**src/rtl/fa.sv**
```systemverilog
// Full adder with a combinational sum/carry path, plus a registered stage that
// runs either as a parallel pipeline register or as a bit-serial adder.
module fa #(
    parameter int CNT_W = 8
) (
    input  logic             clk,
    input  logic             rst,
    input  logic             ci,
    input  logic             x,
    input  logic             y,
    input  logic             en,
    input  logic             ser,
    input  logic             clr,
    output logic             co,
    output logic             s,
    output logic             s_q,
    output logic             co_q,
    output logic             carry_q,
    output logic [CNT_W-1:0] nbits
);

    localparam logic [CNT_W-1:0] NBITS_MAX = '1;

    logic c_ser;
    logic s_ser;
    logic co_ser;

    // The combinational outputs depend only on ci, x and y, so they stay valid
    // without a clock and whatever the control inputs are doing.
    assign s  = x ^ y ^ ci;
    assign co = (x & y) | (x & ci) | (y & ci);

    // A clear opens a new serial word, so that same edge adds with a carry-in of 0.
    assign c_ser  = clr ? 1'b0 : carry_q;
    assign s_ser  = x ^ y ^ c_ser;
    assign co_ser = (x & y) | (x & c_ser) | (y & c_ser);

    // NOTE: non-blocking assignments keep every register sampling pre-edge values.
    always_ff @(posedge clk or posedge rst) begin
        if (rst) begin
            s_q     <= 1'b0;
            co_q    <= 1'b0;
            carry_q <= 1'b0;
            nbits   <= '0;
        end else begin
            if (en) begin
                if (ser) begin
                    s_q     <= s_ser;
                    co_q    <= co_ser;
                    carry_q <= co_ser;
                end else begin
                    s_q  <= s;
                    co_q <= co;
                    if (clr) begin
                        carry_q <= 1'b0;
                    end
                end
            end else if (clr) begin
                carry_q <= 1'b0;
            end

            if (clr) begin
                nbits <= en ? CNT_W'(1) : '0;
            end else if (en && (nbits != NBITS_MAX)) begin
                nbits <= nbits + CNT_W'(1);
            end
        end
    end

endmodule

```
**config.mk**
```make
export PLATFORM = sky130hd
export DESIGN_NAME = fa
export DESIGN_NICKNAME = d
export VERILOG_FILES = /design/src/rtl/fa.sv
export SDC_FILE = /design/constraint.sdc
export NUM_CORES = 1
export LEC_CHECK = 0
export CORE_UTILIZATION = 39
export CTS_CLUSTER_SIZE = 14
export DETAILED_ROUTE_END_ITERATION = 7
export PLACE_DENSITY = 0.74
export SLEW_MARGIN = 20
export SYNTH_ARGS = -nofsm -noshare
export SYNTH_HDL_FRONTEND = slang
export SYNTH_SLANG_ARGS = --single-unit
```
**constraint.sdc**
```tcl
create_clock -name clk -period 1.7 [get_ports clk]
set_clock_uncertainty 0.2 [all_clocks]
set_input_delay 0.17 -clock clk [delete_from_list [all_inputs] [get_ports clk]]
set_output_delay 0.17 -clock clk [all_outputs]
set_load 0.01 [all_outputs]
```
==> load_flow_metrics.sql <==
INSERT INTO impl_metrics (metric_group, metric, value, unit) VALUES
('timing', 'final_max_slew_viol_count', '0', ''),
('synthesis', 'biggest_area_consumer_among_synthesized_cells', 'sky130_fd_sc_hd__dfrtp_1', ''),
('setup_path', 'critical_path.startpoint', 'y', ''),
('clocking', 'cts.htree.levels', '1', ''),
('synthesis', 'synth.top_cell.area_share', '43.6', '%'),
('synthesis', 'synth.most_common_cell', 'sky130_fd_sc_hd__dfrtp_1', ''),
('job', 'drv.max_cap_violation_count', '0', ''),
('run_status', 'outcome', 'finished, violations left', ''),
('placement', 'port_buffers', '20', ''),
('pwr', 'vdd_drop_max', '432', 'µV'),
('timing', 'finalHoldViolCount', '4', ''),
('synthesis', 'count_of_flip_flops_with_a_built_in_enable_after_synthesis', '0', ''),
('setup_path', 'reg2reg_slack', '0.05', 'ns'),
('setup_path', 'rr_startpoint', 'nbits[0]', ''),
('synthesis', 'netlist_instances', '65', ''),
('drt', 'detailedRoute.firstIterationViolations', '7', ''),
('timing', 'worst_slew_margin_rel', '70.4', '%'),
('timing', 'fin_crit', '1.67', 'ns'),
('synthesis', 'synthesis.area', '632', 'µm²'),
('global_route', 'grt_antenna_before_repair', '0', ''),
('clocking', 'worstSkewPairLatency', '0.27', 'ns'),
('clocking', 'clock_pin_slew_of_the_registers_on_the_worst_case_setup_and_hold_paths', '0.07', 'ns'),
('synthesis', 'synthFlopType', 'sky130_fd_sc_hd__dfrtp_1', ''),
('synthesis', 'synth_seq_area_share', '43.6', '%'),
('clocking', 'cts-hold-fix-buffers', '0', ''),
('floorplanning', 'core-area', '0.00151', 'mm²'),
('timing', 'timing.hold.ws', '-0.00337', 'ns'),
('run_status', 'violated_checks', 'negative hold slack', ''),
('drt', 'wire_per_inst', '12.8', 'µm'),
('drt', 'dr_total_vias', '579', ''),
('global_route', 'grt_max_degree', '12', ''),
('synthesis', 'synth_top_cells_by_area', 'sky130_fd_sc_hd__dfrtp_1 44%, sky130_fd_sc_hd__fa_1 6.3%, sky130_fd_sc_hd__mux2i_1 6.3%', ''),
('setup_path', 'cp_data_arrival_time', '1.30', 'ns'),
('drt', 'post-route-drc-count', '0', ''),
('timing', 'timing_worst_slew_pin_value', '0.443', 'ns'),
('finish', 'area_growth_syn_to_layout', '48.7', '%'),
('floorplanning', 'floorplan.initialDensity', '41.9', '%'),
('placement', 'placed_cell_area', '910', 'µm²'),
('timing', 'clock.fmax', '598', 'MHz'),
('setup_path', 'crit_path_max_fanout', '2', ''),
('floorplanning', 'fp.dieArea', '0.00179', 'mm²'),
('synthesis', 'post_synth.cell_area_avg', '9.72', 'µm²'),
('finish', 'fillers', '138', ''),
('synthesis', 'syn_nets', '76', ''),
('global_route', 'grtUsageTotal', '16.7', '%'),
('setup_path', 'worstPathRequired', '1.33', 'ns'),
('finish', 'finish.instance_area', '940', 'µm²'),
('pwr', 'leakage', '0.435', 'nW'),
('placement', 'hpwl_after_detailed_placement', '1010', 'µm'),
('clocking', 'clockRootBuffer', 'sky130_fd_sc_hd__clkbuf_4', ''),
('global_route', 'grt_remaining_overflow', '0', ''),
('clocking', 'cts.path.max_buffers', '2', ''),
('timing', 'rsz0062_at_grt', 'false', ''),
('floorplanning', 'design.portCount', '21', ''),
('synthesis', 'ys_warn_count', '0', ''),
('drt', 'viasPerCell', '5.31', ''),
('clocking', 'clkSinkCount', '11', ''),
('timing', 'setup_viol_count_final', '0', ''),
('global_route', 'number_of_global_route_vias_before_repair', '497', ''),
('setup_path', 'crit_type', 'input pin to output pin', ''),
('floorplanning', 'die_height', '42.3', 'µm'),
('setup_path', 'nature_of_the_critical_path_endpoint', 'output pin', ''),
('floorplanning', 'die_w', '42.3', 'µm'),
('global_route', 'grt_pass1_wl', '2180', 'µm'),
('synthesis', 'synthTopCellsByCount', '11 x sky130_fd_sc_hd__dfrtp_1, 7 x sky130_fd_sc_hd__nor2_1, 5 x sky130_fd_sc_hd__a21oi_1, 5 x sky130_fd_sc_hd__inv_1', ''),
('finish', 'antenna_cells', '0', ''),
('placement', 'gp_congestion', '0.821', ''),
('setup_path', 'setup.worst_path.start_class', 'input pin', ''),
('drt', 'postRouteAntennaNets', '0', ''),
('finish', 'final_nets', '105', ''),
('synthesis', 'async_set_reset_flop_share_out_of_synthesis', '100', '%');
cell families after synthesis:
| kind of cell | count (synthesis) | synth area share [%] |
|---|---|---|
| fa+ha+maj | 3 | 8.32 |
| simple gates | 25 | 21.6 |
| flops | 11 | 43.6 |
| compound gates | 11 | 10.5 |
| mux | 4 | 6.34 |
| buf+inv | 7 | 4.16 |
| xor+xnor | 4 | 5.55 |
final cells by class:
| class | instances | area [µm²] | area share (%) |
|---|---|---|---|
| tap | 16 | 20.0 | 2.13 |
| sequential | 11 | 284 | 30.2 |
| multi-input combinational | 47 | 348 | 37.0 |
| timing repair buffer | 26 | 243 | 25.8 |
| inverter | 5 | 18.8 | 2.00 |
| clock buffer | 4 | 26.3 | 2.80 |
cells in the final DEF, fill, tap and decap left out, types with 2 or more instances in the layout:
master	count
sky130_fd_sc_hd__a21oi_1	5
sky130_fd_sc_hd__buf_4	6
sky130_fd_sc_hd__clkbuf_4	3
sky130_fd_sc_hd__clkdlybuf4s50_1	15
sky130_fd_sc_hd__dfrtp_1	4
sky130_fd_sc_hd__dfrtp_2	7
sky130_fd_sc_hd__dlymetal6s2s_1	3
sky130_fd_sc_hd__fa_1	2
sky130_fd_sc_hd__inv_1	5
sky130_fd_sc_hd__mux2i_1	4
sky130_fd_sc_hd__nand2_1	3
sky130_fd_sc_hd__nand2b_1	2
sky130_fd_sc_hd__nand3_1	3
sky130_fd_sc_hd__nand4_1	3
sky130_fd_sc_hd__nor2_1	7
sky130_fd_sc_hd__o21ai_0	2
sky130_fd_sc_hd__xor2_1	3
worst paths after layout:
| check | endpoint | depth (start not counted) |
|---|---|---|
| setup reg to reg | nbits[5] | 5 |
| hold reg to reg | co_q | 2 |
| min in group clk | s_q | 4 |
| max in group asynchronous | nbits[1] | 2 |
| hold / removal | s_q | 2 |
| setup / recovery | s | 3 |
power by group:
part / internal [mW] / switching, mW
registers: 0.277 / 0.0112
clock network: 0.0910 / 0.0896
logic: 0.0758 / 0.0646
total: 0.444 / 0.166
per-stage QoR:
stage / hold slack [ns] / setup WS (ns) / utilization (%) / std cells / TNS, ns
6_report: -0.00337 / 0.0265 / 62.4 / 109 / 0
3_3_place_gp: 0.296 / -0.380 / 60.4 / 105 / -0.765
5_1_grt: 0.0400 / 0.00104 / 62.4 / 109 / 0
4_1_cts: 0.0124 / 0.00267 / 61.9 / 109 / 0
3_5_place_dp: 0.296 / -0.424 / 60.4 / 105 / -0.870
2_1_floorplan: -0.178 / 0.0138 / - / 65 / 0
critical path: stages:
cell and delay (ns):
sky130_fd_sc_hd__clkdlybuf4s50_1 0.45, sky130_fd_sc_hd__fa_1 0.54, sky130_fd_sc_hd__buf_2 0.14
what timing repair did:
item,4_1_cts,5_1_grt
hold endpoints to repair,0,0
resized for setup,7,8
buffers inserted,0,0
pin swaps,1,0
endpoints found under the setup margin,3,8
registers in the layout, summed over array words and instances (netlist names):
| signal | count |
|---|---|
| nbits | 8 |
| carry_q | 1 |
| co_q | 1 |
| s_q | 1 |
metal layers:
layer	part of all wire [%]	vias up	track usage (%)
met3	4.7	2	6.47
met4	0.65	0	8.13
li1	-	284	-
met2	49	16	22.8
met1	46	277	22.9
met5	0	-	0
(Power assumes the default switching activity.)
